<file path="src/rtl/mem_ctrl_if.sv">
// mem_ctrl_if: bundles the MMU-side op/line signals and the host-side beat
// signals of mem_ctrl.
//   slave  : view taken by mem_ctrl (accepts ops, issues host beats)
//   master : view taken by the environment (issues ops, answers host beats)
interface mem_ctrl_if;
   localparam int unsigned ADDR_W = 64;
   localparam int unsigned LINE_W = 128;
   localparam int unsigned WORD_W = 32;

   // MMU side
   logic [1:0]        mem_op;
   logic [ADDR_W-1:0] cpu_addr;
   logic [LINE_W-1:0] wr_line;
   logic              ready;
   logic              tx_done;
   logic [LINE_W-1:0] rd_line;

   // host side
   logic              host_req;
   logic              host_we;
   logic [ADDR_W-1:0] host_addr;
   logic [WORD_W-1:0] host_wdata;
   logic              host_gnt;
   logic              host_rvalid;
   logic [WORD_W-1:0] host_rdata;

   modport slave (
      input  mem_op, cpu_addr, wr_line, host_gnt, host_rvalid, host_rdata,
      output ready, tx_done, rd_line, host_req, host_we, host_addr, host_wdata
   );

   modport master (
      output mem_op, cpu_addr, wr_line, host_gnt, host_rvalid, host_rdata,
      input  ready, tx_done, rd_line, host_req, host_we, host_addr, host_wdata
   );
endinterface

</file>
<file path="src/rtl/mem_ctrl.sv">
// mem_ctrl: splits a 16-byte line READ or WRITE from the MMU into four 32-bit
// host beats. Reads keep one beat outstanding at a time; writes issue beats
// back to back. tx_done pulses for one cycle when the line completes.
// Ports:
//   clk, rst_n : clock, asynchronous active-low reset
//   bus        : mem_ctrl_if.slave
//                in : mem_op, cpu_addr, wr_line, host_gnt, host_rvalid, host_rdata
//                out: ready, tx_done, rd_line, host_req, host_we, host_addr, host_wdata
module mem_ctrl (
   input  logic       clk,
   input  logic       rst_n,
   mem_ctrl_if.slave  bus
);
   localparam int unsigned ADDR_W = 64;
   localparam int unsigned LINE_W = 128;
   localparam int unsigned WORD_W = 32;
   localparam int unsigned BEAT_W = 2;

   localparam logic [1:0]        OP_READ   = 2'b01;
   localparam logic [1:0]        OP_WRITE  = 2'b11;
   localparam logic [BEAT_W-1:0] LAST_BEAT = 2'd3;

   typedef enum logic [2:0] {IDLE, RD_REQ, RD_WAIT, WR_REQ, DONE} state_t;

   state_t              state;
   logic [BEAT_W-1:0]   beat;
   logic [ADDR_W-1:0]   base;
   logic [LINE_W-1:0]   line;

   logic                ready_q;
   logic                tx_done_q;
   logic                host_req_q;
   logic                host_we_q;
   logic [ADDR_W-1:0]   host_addr_q;
   logic [WORD_W-1:0]   host_wdata_q;
   logic [LINE_W-1:0]   rd_line_q;

   logic [ADDR_W-1:0]   acc_base_c;
   logic [BEAT_W-1:0]   beat_inc_c;

   // Line base is the request address with the in-line offset cleared.
   assign acc_base_c = bus.cpu_addr & ~ADDR_W'(4'hF);
   assign beat_inc_c = beat + BEAT_W'(1);

   // Base is 16-byte aligned, so OR-ing the beat offset never carries.
   function automatic logic [ADDR_W-1:0] beat_addr(input logic [ADDR_W-1:0] b,
                                                    input logic [BEAT_W-1:0] n);
      return b | ADDR_W'({n, 2'b00});
   endfunction

   function automatic logic [WORD_W-1:0] word_of(input logic [LINE_W-1:0] l,
                                                 input logic [BEAT_W-1:0] n);
      return l[{n, 5'd0} +: WORD_W];
   endfunction

   // FSM with all outputs registered alongside the state transition.
   always_ff @(posedge clk or negedge rst_n) begin
      if (!rst_n) begin
         state        <= IDLE;
         beat         <= '0;
         base         <= '0;
         line         <= '0;
         ready_q      <= 1'b1;
         tx_done_q    <= 1'b0;
         host_req_q   <= 1'b0;
         host_we_q    <= 1'b0;
         host_addr_q  <= '0;
         host_wdata_q <= '0;
         rd_line_q    <= '0;
      end else begin
         case (state)
            IDLE: begin
               if (bus.mem_op == OP_READ || bus.mem_op == OP_WRITE) begin
                  base         <= acc_base_c;
                  line         <= bus.wr_line;
                  beat         <= '0;
                  ready_q      <= 1'b0;
                  host_req_q   <= 1'b1;
                  host_we_q    <= (bus.mem_op == OP_WRITE);
                  host_addr_q  <= acc_base_c;
                  host_wdata_q <= word_of(bus.wr_line, BEAT_W'(0));
                  state        <= (bus.mem_op == OP_WRITE) ? WR_REQ : RD_REQ;
               end
            end

            RD_REQ: begin
               if (bus.host_gnt) begin
                  host_req_q <= 1'b0;
                  state      <= RD_WAIT;
               end
            end

            RD_WAIT: begin
               if (bus.host_rvalid) begin
                  rd_line_q[{beat, 5'd0} +: WORD_W] <= bus.host_rdata;
                  if (beat == LAST_BEAT) begin
                     tx_done_q <= 1'b1;
                     state     <= DONE;
                  end else begin
                     beat         <= beat_inc_c;
                     host_addr_q  <= beat_addr(base, beat_inc_c);
                     host_wdata_q <= word_of(line, beat_inc_c);
                     host_req_q   <= 1'b1;
                     state        <= RD_REQ;
                  end
               end
            end

            WR_REQ: begin
               if (bus.host_gnt) begin
                  if (beat == LAST_BEAT) begin
                     host_req_q <= 1'b0;
                     host_we_q  <= 1'b0;
                     tx_done_q  <= 1'b1;
                     state      <= DONE;
                  end else begin
                     beat         <= beat_inc_c;
                     host_addr_q  <= beat_addr(base, beat_inc_c);
                     host_wdata_q <= word_of(line, beat_inc_c);
                  end
               end
            end

            DONE: begin
               tx_done_q <= 1'b0;
               ready_q   <= 1'b1;
               state     <= IDLE;
            end

            default: begin
               state      <= IDLE;
               ready_q    <= 1'b1;
               tx_done_q  <= 1'b0;
               host_req_q <= 1'b0;
               host_we_q  <= 1'b0;
            end
         endcase
      end
   end

   assign bus.ready      = ready_q;
   assign bus.tx_done    = tx_done_q;
   assign bus.rd_line    = rd_line_q;
   assign bus.host_req   = host_req_q;
   assign bus.host_we    = host_we_q;
   assign bus.host_addr  = host_addr_q;
   assign bus.host_wdata = host_wdata_q;
endmodule
</file>
<file path="src/flat_wrapper.sv">
// flat-port wrapper written by rule: the top's interface ports become plain ports
module mem_ctrl_flat 
  (clk, rst_n, bus_mem_op, bus_cpu_addr, bus_wr_line, bus_host_gnt, bus_host_rvalid, bus_host_rdata, bus_ready, bus_tx_done, bus_rd_line, bus_host_req, bus_host_we, bus_host_addr, bus_host_wdata);
  mem_ctrl_if bus_i ();
  input  logic clk;
  input  logic rst_n;
  input wire logic [$bits(bus_i.mem_op)-1:0] bus_mem_op;
  input wire logic [$bits(bus_i.cpu_addr)-1:0] bus_cpu_addr;
  input wire logic [$bits(bus_i.wr_line)-1:0] bus_wr_line;
  input wire logic [$bits(bus_i.host_gnt)-1:0] bus_host_gnt;
  input wire logic [$bits(bus_i.host_rvalid)-1:0] bus_host_rvalid;
  input wire logic [$bits(bus_i.host_rdata)-1:0] bus_host_rdata;
  output wire logic [$bits(bus_i.ready)-1:0] bus_ready;
  output wire logic [$bits(bus_i.tx_done)-1:0] bus_tx_done;
  output wire logic [$bits(bus_i.rd_line)-1:0] bus_rd_line;
  output wire logic [$bits(bus_i.host_req)-1:0] bus_host_req;
  output wire logic [$bits(bus_i.host_we)-1:0] bus_host_we;
  output wire logic [$bits(bus_i.host_addr)-1:0] bus_host_addr;
  output wire logic [$bits(bus_i.host_wdata)-1:0] bus_host_wdata;
  assign bus_i.mem_op = bus_mem_op;
  assign bus_i.cpu_addr = bus_cpu_addr;
  assign bus_i.wr_line = bus_wr_line;
  assign bus_i.host_gnt = bus_host_gnt;
  assign bus_i.host_rvalid = bus_host_rvalid;
  assign bus_i.host_rdata = bus_host_rdata;
  assign bus_ready = bus_i.ready;
  assign bus_tx_done = bus_i.tx_done;
  assign bus_rd_line = bus_i.rd_line;
  assign bus_host_req = bus_i.host_req;
  assign bus_host_we = bus_i.host_we;
  assign bus_host_addr = bus_i.host_addr;
  assign bus_host_wdata = bus_i.host_wdata;
  mem_ctrl u_core (.clk(clk), .rst_n(rst_n), .bus(bus_i));
endmodule
</file>
<file path="config.mk">
export PLATFORM = sky130hd
export DESIGN_NAME = mem_ctrl_flat
export DESIGN_NICKNAME = d
export VERILOG_FILES = /design/src/rtl/mem_ctrl_if.sv /design/src/rtl/mem_ctrl.sv /design/src/flat_wrapper.sv
export SDC_FILE = /design/constraint.sdc
export NUM_CORES = 1
export LEC_CHECK = 0
export ABC_CLOCK_PERIOD_IN_PS = 2200
export CAP_MARGIN = 20
export CORE_MARGIN = 4
export CORE_UTILIZATION = 45
export CTS_CLUSTER_DIAMETER = 150
export DETAILED_ROUTE_END_ITERATION = 12
export PLACE_DENSITY = 0.86
export SYNTH_ARGS = -nofsm -noshare
export SYNTH_HDL_FRONTEND = slang
export SYNTH_SLANG_ARGS = --single-unit
</file>
<file path="constraint.sdc">
create_clock -name clk -period 2.2 [get_ports clk]
set_input_delay 0.44 -clock clk [delete_from_list [all_inputs] [get_ports clk]]
set_output_delay 0.44 -clock clk [all_outputs]
set_load 0.005 [all_outputs]
</file>
==> impl_metrics.prom <==
# TYPE chip_impl_metric gauge
chip_impl_metric{name="postLayoutCellArea",unit="sq um"} 24600
chip_impl_metric{name="path_buf_inv",unit=""} 1
chip_impl_metric{name="net_count_reported_at_finish",unit=""} 2278
chip_impl_metric{name="clk_sinks",unit=""} 417
chip_impl_metric{name="core_area",unit="sq um"} 37900
chip_impl_metric{name="maxSlewHeadroom",unit="%"} 61.5
chip_impl_info{name="crit_path_start_kind",value="flop"} 1
chip_impl_info{name="synth_flop_cell",value="dfrtp_1"} 1
chip_impl_metric{name="fin_worst_skew",unit="ns"} 0.00784
chip_impl_metric{name="grt_antenna_before_repair",unit=""} 4
chip_impl_metric{name="place.gp.congestion",unit=""} 0.842
chip_impl_metric{name="power_frac_comb",unit="%"} 38.5
chip_impl_info{name="cts_tree",value="done"} 1
chip_impl_metric{name="drc",unit=""} 0
chip_impl_metric{name="final_hold_viol_count",unit=""} 0
chip_impl_info{name="ctsRootBufferMaster",value="clkbuf_16"} 1
chip_impl_info{name="rsz0062_at_grt",value="false"} 1
chip_impl_info{name="r2r_start",value="u_core.beat[0]"} 1
chip_impl_metric{name="post-route-worst-setup-slack",unit="ns"} 0.0927
chip_impl_metric{name="first_pass_iters",unit=""} 5
chip_impl_metric{name="cellPowerDensity",unit="nW/um^2"} 1350
chip_impl_metric{name="synth_edf_count",unit=""} 0
chip_impl_metric{name="start_util",unit="%"} 46.0
chip_impl_metric{name="seq_area_frac_synth",unit="%"} 59.8
chip_impl_info{name="post_synth_main_area_contributors",value="dfrtp_1, mux2_2, nand2_1"} 1
chip_impl_metric{name="p_int",unit="mW"} 22.3
chip_impl_metric{name="unique_masters_post_synth",unit=""} 33
chip_impl_metric{name="worst-path-stages",unit=""} 1
chip_impl_metric{name="critPathRequiredTime",unit="ns"} 1.76
chip_impl_metric{name="synthArstFlopShare",unit="%"} 100
chip_impl_metric{name="htree_num_levels",unit=""} 2
chip_impl_metric{name="max_clock_freq",unit="MHz"} 475
chip_impl_metric{name="postSynthCellCount",unit=""} 1601
chip_impl_metric{name="synthesis.yosys.warnings",unit=""} 0
chip_impl_metric{name="design.die.area",unit="sq um"} 42000
chip_impl_metric{name="r2r_slack",unit="ns"} 0.10
chip_impl_metric{name="preCtsSetupSlack",unit="ns"} -0.0644
chip_impl_metric{name="width_of_the_chip",unit="microns"} 205
chip_impl_metric{name="detail_route.wirelength",unit="mm"} 53.2
chip_impl_info{name="outcome",value="complete, no violations"} 1
chip_impl_metric{name="power.share.clock",unit="%"} 23.8
chip_impl_metric{name="dp_hpwl",unit="mm"} 36.2
chip_impl_metric{name="yosysTopAreaCellShare",unit="%"} 59.6
chip_impl_metric{name="worst_pin_slew",unit="ns"} 0.578
chip_impl_metric{name="grt_max_degree",unit=""} 68
chip_impl_metric{name="detail_route.iter0.violations",unit=""} 888
chip_impl_info{name="critical_path.top_delay_family",value="buffers and inverters"} 1
chip_impl_metric{name="timing.max_cap.violations",unit=""} 0
chip_impl_metric{name="global_route_wire_length_before_repair",unit="mm"} 81.9
chip_impl_metric{name="crit_path_max_incr_delay",unit="ns"} 0.58
chip_impl_metric{name="final-max-slew-violation-count",unit=""} 0
chip_impl_metric{name="area_delta_synth_final",unit="%"} 40.8
chip_impl_metric{name="synthesis.area_per_instance",unit="sq um"} 10.9
chip_impl_metric{name="number_of_global_route_vias_before_repair",unit=""} 15000
chip_impl_metric{name="io-pin-count",unit=""} 458
chip_impl_metric{name="numCtsBuffers",unit=""} 44
chip_impl_metric{name="row_count",unit=""} 71
chip_impl_info{name="hp-class",value="primary input to asynchronous set/reset pin"} 1
chip_impl_metric{name="leakagePower",unit="nW"} 10.2
chip_impl_metric{name="max-clock-path-buffers",unit=""} 3
chip_impl_metric{name="vias_per_cell",unit=""} 5.46
chip_impl_metric{name="worstPathMaxFanout",unit=""} 2
chip_impl_metric{name="synth-seq-cells",unit=""} 417
chip_impl_metric{name="detail-route-antenna-nets",unit=""} 0
chip_impl_metric{name="timing.final.setup_violations",unit=""} 0
chip_impl_info{name="synth.largest_area_cell",value="dfrtp_1"} 1
chip_impl_info{name="rr_endpoint",value="u_core.bus.host_wdata[2]"} 1
chip_impl_metric{name="post_dp_cell_area",unit="sq um"} 23000
chip_impl_metric{name="clk_transition_reported_paths",unit="ns"} 0.07
chip_impl_metric{name="design_power_total",unit="mW"} 33.1
chip_impl_info{name="crit_path_cell_trace",value="clkdlybuf4s50_1"} 1
chip_impl_metric{name="tcrit_tclk_final",unit="%"} 95.8
chip_impl_metric{name="globalRouteTotalUtil",unit="%"} 24.8
chip_impl_info{name="nature_of_the_critical_path_endpoint",value="output pin"} 1
chip_impl_metric{name="remaining_global_route_overflow",unit=""} 0
chip_impl_metric{name="switching_share",unit="%"} 32.6
chip_impl_metric{name="syn_area",unit="sq um"} 17500
chip_impl_metric{name="final_cells",unit=""} 2588
chip_impl_metric{name="place_inst",unit=""} 2505
chip_impl_metric{name="power.share.sequential",unit="%"} 37.8
chip_impl_metric{name="count_of_vias_placed_by_the_detailed_router",unit=""} 14100
chip_impl_info{name="worst_setup_path_category",value="flop to output pin"} 1
chip_impl_metric{name="drive_above_1_share",unit="%"} 16.5
chip_impl_info{name="slowest_cell_on_the_critical_path",value="clkdlybuf4s50_1"} 1
chip_impl_metric{name="clkLatencyLatePin",unit="ns"} 0.56
chip_impl_info{name="synth.most_common_cell",value="dfrtp_1"} 1
chip_impl_metric{name="switchingPower",unit="mW"} 10.8
chip_impl_metric{name="reg2regPathDepth",unit=""} 7
chip_impl_metric{name="wl_per_cell",unit="microns"} 20.5
chip_impl_metric{name="arrival_time_at_the_worst_endpoint",unit="ns"} 1.67
chip_impl_metric{name="cts_setup_buffers",unit=""} 0
chip_impl_metric{name="die-height",unit="microns"} 205
chip_impl_info{name="critical_path.startpoint",value="u_core.bus.ready"} 1
chip_impl_metric{name="final.min_clock_period",unit="ns"} 2.11
chip_impl_info{name="synth_commonest_cells",value="dfrtp_1, nand2_1, mux2_2"} 1
chip_impl_metric{name="port_buffer_count",unit=""} 451
chip_impl_metric{name="worst_vdd_drop",unit="V"} 0.000779
[cells by family after synthesis]
group,synth area share (%)
and+or+nand+nor,11.2
DFF,59.8
AOI/OAI and AO/OA,9.51
muxes,15.9
buffers and inverters,3.08
adders and majority gates,0.430
other,0.0215
[state kept, by name, indices dropped and copies added, names as in the netlist]
name                   cells
u_core.bus.host_wdata     32
u_core.bus.ready           1
u_core.bus.rd_line       128
u_core.bus.host_req        1
u_core.bus.tx_done         1
u_core.bus.host_addr      61
u_core.state               3
u_core.beat                1
u_core.bus.host_we         1
u_core.line              128
u_core.base               60
[power by group through the flow]
stage	Combinational [mW]	Clock (mW)	Sequential [mW]
2_1_floorplan	6.96	0	12.1
3_3_place_gp	12.1	0	12.4
3_5_place_dp	12.6	0	12.5
4_1_cts	12.8	7.96	12.5
5_1_grt	13.8	8.29	12.8
6_report	12.7	7.85	12.5
[metal layers]
layer  GRT usage, %  up-vias  wire length [microns]
li1               -     6325                      -
met1           30.0     6938                  20200
met2           41.5      692                  25800
met3           6.51      167                   4520
met4           11.8        6                   2640
met5              0        -                     39
[layout make-up]
type / instances / area [sq um]
Antenna cell: 2 / 5.00
Tap cell: 511 / 639
Clock buffer: 61 / 1320
Sequential cell: 417 / 10400
Inverter: 3 / 11.3
Fill cell: 2723 / 13400
Clock inverter: 18 / 229
Multi-Input combinational cell: 1067 / 6530
Timing Repair Buffer: 509 / 5400
[cell usage in the layout, fill, tap and decap left out, types with 5 or more instances in the layout]
master / count
clkbuf_16: 45
nand2_1: 381
a31oi_1: 61
dfrtp_1: 414
clkdlybuf4s50_1: 449
ha_1: 5
mux2i_1: 64
a21oi_1: 66
mux2_2: 190
o21ai_1: 20
clkbuf_8: 13
clkinv_2: 8
buf_4: 24
o21ai_0: 114
nor2_1: 97
o22ai_1: 32
bufinv_16: 5
buf_12: 30
[stage by stage]
step           setup TNS (ns)  hold WS [ns]  util, %
3_5_place_dp           -0.606         0.447     60.5
4_1_cts                     0         0.439     64.7
5_1_grt                     0         0.452     64.8
2_1_floorplan               0         0.144        -
3_3_place_gp                0         0.442     60.5
6_report                    0         0.442     64.8
[worst max path at each step]
stage | endpoint | slack (ns)
floorplan | u_core.bus.host_wdata[11] | 0.18
global placement | u_core.bus.host_addr[11] | 0.01
detailed placement | u_core.bus.host_addr[20] | -0.06
CTS | bus_ready | 0.03
global route | u_core.bus.host_wdata[2] | 0.007
finish | bus_ready | 0.09
[repair_timing]
action                     CTS  global route
hold endpoints to repair    49             0
pin swaps                    0             1
gates cloned                 1             0
hold buffers                 1             0
setup endpoints to repair    1             5
gates resized for setup      2             3
[worst reg2reg max path, cell delays in order, from the launching register on]
cell     delay [ns]
dfrtp_4        0.54
inv_1          0.10
ha_1           0.24
or3b_1         0.44
buf_12         0.21
o22ai_1        0.27
a21oi_1        0.08
a21oi_1        0.15
Note: power is estimated with default switching activity, not from simulation.
==> RTL edit 1: new RTL, same settings <==
`BEAT_W`: 2 -> 4.
--- a/src/rtl/mem_ctrl.sv
+++ b/src/rtl/mem_ctrl.sv
@@ -16,3 +16,3 @@
    localparam int unsigned WORD_W = 32;
-   localparam int unsigned BEAT_W = 2;
+   localparam int unsigned BEAT_W = 4;
 
Check against the original RTL: not settled (the Yosys comparison gave no result); the edit may change what the design does.
==> RTL edit 1 against the unedited design <==
Global-route usage is 0.68 points higher; routed wire length is 3.8% higher; count of clock-buffer cells in the layout is 9 higher; design area is 0.79% higher; worst hold slack worse by 0.035 ns; area after synthesis hardly changed; sequential share of layout area is 0.15 points lower; critical endpoint is now u_core.bus.rd_line[15]$_DFFE_PN0P_; synthesized cell count is 14% lower; combinational power is 22% higher; sequential cell count is 2 higher; worst setup slack worse by 0.035 ns; total power is 9.8% higher; sequential power is 8% higher.
==> RTL edit 1: results <==
[yosys]
ys_seq_area_frac = 0.600
yosysUniqueCellTypes = 45
synth_cells = 1374
ys_top_cells_by_area = "dfrtp_1 60%, mux2_2 11%, mux2_1 4.7%, nand2_1 4.7%, mux4_2 4.1%"
synth_commonest_cells = "418 x dfrtp_1, 217 x nand2_1, 170 x mux2_2"

[timing]
max_slew_margin = 0.645
post-route-period-util = 0.974

[critical_path]
crit_slowest_cell = "dfrtp_2"
crit_path_max_incr_delay_ns = 0.41
crit-reg2reg-capture = "u_core.bus.rd_line[15]$_DFFE_PN0P_"
r2r_cells = 10
reg2reg_setup_slack_ns = 0.06
worstSetupPathType = "flop to flop"
critPathArrivalTime_ns = 2.57

[layout]
drive_gt1_frac = 0.214
fin_nets = 2089
fin_cells = 2404

[outcome]
status = "complete, no violations"

[pwr]
switching_power_w = 0.0122
p_leak_nw = 10.7

[clocking]
cts_resized = 4
postCtsSetupRepairBufs = 3

[drt]
wl_per_cell_um = 23.0
met2_length_um = 27200
wl_met3_um = 5180
drtIter0Drc = 701
met1_length_um = 20000

[placement]
post-place-ws_ns = -0.334
placed_cells = 2310
gp_congestion = 0.877
dp_hpwl_um = 37100

[global_routing]
grt.met1_usage = 0.296
grt_pass1_vias = 14400
grt_first_pass_wirelength_um = 83500
track_usage = 0.255
grt_start_max_net_pins = 94
gr-usage-met2 = 0.431
antenna_found_initial = 5
-- RTL edit 1: cell count changes after synthesis, moves of 24 or more --
cell / delta
nand2_1: -168
o21ai_0: -104
mux2_1: +73
mux2i_1: -63
a21oi_1: -62
nor2_1: +37
a221oi_1: +32
mux4_2: +32
mux2_4: +30
o22ai_1: -30
o21ai_1: +24
-- RTL edit 1: cell type report --
class	instances	area, um2
inverter	5	18.8
tap	511	639
sequential	419	10500
clock inverter	10	63.8
multi-input combinational	850	6580
antenna	2	5.00
fill	2492	13200
clock buffer	70	1340
timing repair buffer	537	5630
-- RTL edit 1: power by group through the flow --
| stage | registers (W) | logic (W) | clock network, W |
|---|---|---|---|
| 2_1_floorplan | 0.0129 | 0.00780 | 0 |
| 3_3_place_gp | 0.0132 | 0.0144 | 0 |
| 3_5_place_dp | 0.0135 | 0.0150 | 0 |
| 4_1_cts | 0.0134 | 0.0155 | 0.00736 |
| 5_1_grt | 0.0138 | 0.0168 | 0.00770 |
| 6_report | 0.0135 | 0.0155 | 0.00726 |
-- RTL edit 1: stage by stage --
step / area (um2) / hold slack [ns] / total power, W
after floorplan: 17500 / 0.144 / 0.0207
after global placement: 23100 / 0.388 / 0.0276
after detailed placement: 23100 / 0.389 / 0.0285
after CTS: 24600 / 0.378 / 0.0363
after global routing: 24800 / 0.429 / 0.0383
final: 24800 / 0.407 / 0.0363
-- RTL edit 1: kinds of logic after synthesis --
kind of cell / count (synthesis) / share of synthesized area
flops: 419 / 0.600
simple gates: 374 / 0.0844
mux: 306 / 0.224
compound gates: 162 / 0.0593
buf+inv: 106 / 0.0279
xor+xnor: 4 / 0.00201
fa+ha+maj: 2 / 0.00143
other cells: 1 / 0.000215
==> RTL edit 2: new RTL, config.mk and constraints unchanged <==
Made on the original files. Reset style: synchronous (`rst_n`), changed in one clocked block. Comments in the files are not updated.
--- a/src/rtl/mem_ctrl.sv
+++ b/src/rtl/mem_ctrl.sv
@@ -56,3 +56,3 @@
    // FSM with all outputs registered alongside the state transition.
-   always_ff @(posedge clk or negedge rst_n) begin
+   always_ff @(posedge clk) begin
       if (!rst_n) begin
Check against the original RTL: not settled (the Yosys comparison gave no result); the edit may change what the design does.
==> RTL edit 2 against the unedited design <==
Routed wire length up 10%; via count rose by 17%; clock skew up 0.015 ns; worst setup slack worse by 0.0074 ns; final cell count rose by 11%; count of clock-buffer cells in the layout grew 2; design area shrank 3.6%; die area decreased by 4.1%; area after synthesis shrank 4.3%; register-to-register slack better by 0.07 ns; utilization fell by 0.097 points; sequential cell count unchanged; critical endpoint is now bus_host_addr[2]; highest routed layer unchanged.
Power is not compared: it rests on default switching activity, and its combinational part moved more than twofold at a synthesized area within 25%.
==> RTL edit 2: results <==
[outcome]
status = "complete, no violations"

[global_routing]
track_usage = 0.279
grt_start_max_net_pins = 88
grt_first_pass_wirelength_um = 91500
antenna_found_initial = 6
grt_pass1_vias = 16400

[yosys]
yosysUniqueCellTypes = 37
ys_top_cells_by_area = "dfxtp_1 50%, a21oi_1 13%, nand2_1 12%, mux4_2 4.3%, mux2i_1 3.6%"
synthFlopType = "dfxtp_1"
ys_async_sr_fraction = 0
ys_warn_count = 0
ys_seq_area_frac = 0.500
synth_commonest_cells = "546 x nand2_1, 419 x a21oi_1, 417 x dfxtp_1"

[hold_path]
hold_end = "u_core.line[45]$_SDFFE_PN0P_"
holdPathStages = 3
hp-class = "input pin to flop"
hp-start = "bus_wr_line[45]"

[clocking]
postCtsSetupRepairBufs = 1
cts_resized = 3
numCtsBuffers = 44
cts_root_buf = "clkbuf_16"
cts_buffer_depth = 3
clkLatencyLatePin_ns = 0.58
htreeDepth = 2
clk_pin_slew_ns = 0.06

[critical_path]
r2r-start = "u_core.state[1]$_SDFFE_PN0P_"
reg2reg_setup_slack_ns = 0.17
r2r_cells = 5
cp-startpoint = "u_core.beat[0]$_SDFFE_PN0P_"
endpoint = "bus_host_addr[2]"
cp_max_fo = 6
crit-reg2reg-capture = "u_core.bus.host_addr[14]$_SDFFE_PN0P_"

[placement]
io_buffers = 451
post-place-ws_ns = -0.175
gp_congestion = 0.907
dp_hpwl_um = 39900

[drt]
drtIter0Drc = 1320
dr_total_vias = 16500
firstDrtPassIters = 7
wl_per_cell_um = 20.5

[pwr]
p_leak_nw = 8.62
ir_drop_uv = 640

[timing]
fin_worst_skew_ns = 0.0224
finalCriticalPeriod_ns = 2.11

[layout]
n_fill_cell = 2736
drive_gt1_frac = 0.0833
fin_nets = 2591
RTL edit 2: worst max-delay path: stages (launching register included):
cell             delay, ns
dfxtp_2               0.43
buf_12                0.12
clkdlybuf4s50_1       0.54
RTL edit 2: metrics by stage:
stage / cell area (um2) / hold WS [ns] / std cells
finish: 23700 / 0.401 / 2863
global route: 23700 / 0.394 / 2863
CTS: 23700 / 0.374 / 2858
detailed placement: 22200 / 0.442 / 2775
global placement: 22200 / 0.437 / 2775
floorplan: 16700 / 0.433 / 1968
RTL edit 2: layer usage:
| metal | up-vias | part of all wire | GRT usage |
|---|---|---|---|
| met4 | 2 | 0.048 | 0.124 |
| met3 | 163 | 0.10 | 0.0939 |
| li1 | 7621 | - | - |
| met5 | - | 0.00022 | 0 |
| met2 | 867 | 0.48 | 0.470 |
| met1 | 7848 | 0.37 | 0.325 |
RTL edit 2: where the power goes:
part,internal (W),total (W),switching (W)
Combinational,0.00171,0.00340,0.00169
Sequential,0.00808,0.00839,0.000309
Clock,0.00425,0.00744,0.00319
Total,0.0140,0.0192,0.00519
RTL edit 2: layout make-up:
cell class	instances	area [um2]	share of cell area
Inverter	5	26.3	0.00111
Timing Repair Buffer	532	5700	0.241
Antenna cell	5	12.5	0.000528
Clock buffer	63	1250	0.0529
Sequential cell	417	8350	0.353
Multi-Input combinational cell	1355	7570	0.320
Clock inverter	18	186	0.00787
Tap cell	468	586	0.0247
RTL edit 2: cells by family after synthesis:
logic type / count (synthesis) / synth area share
adders and majority gates: 6 / 0.00449
buffers and inverters: 196 / 0.0534
DFF: 417 / 0.500
muxes: 93 / 0.0798
and+or+nand+nor: 731 / 0.188
other: 1 / 0.000224
AOI/OAI and AO/OA: 523 / 0.175
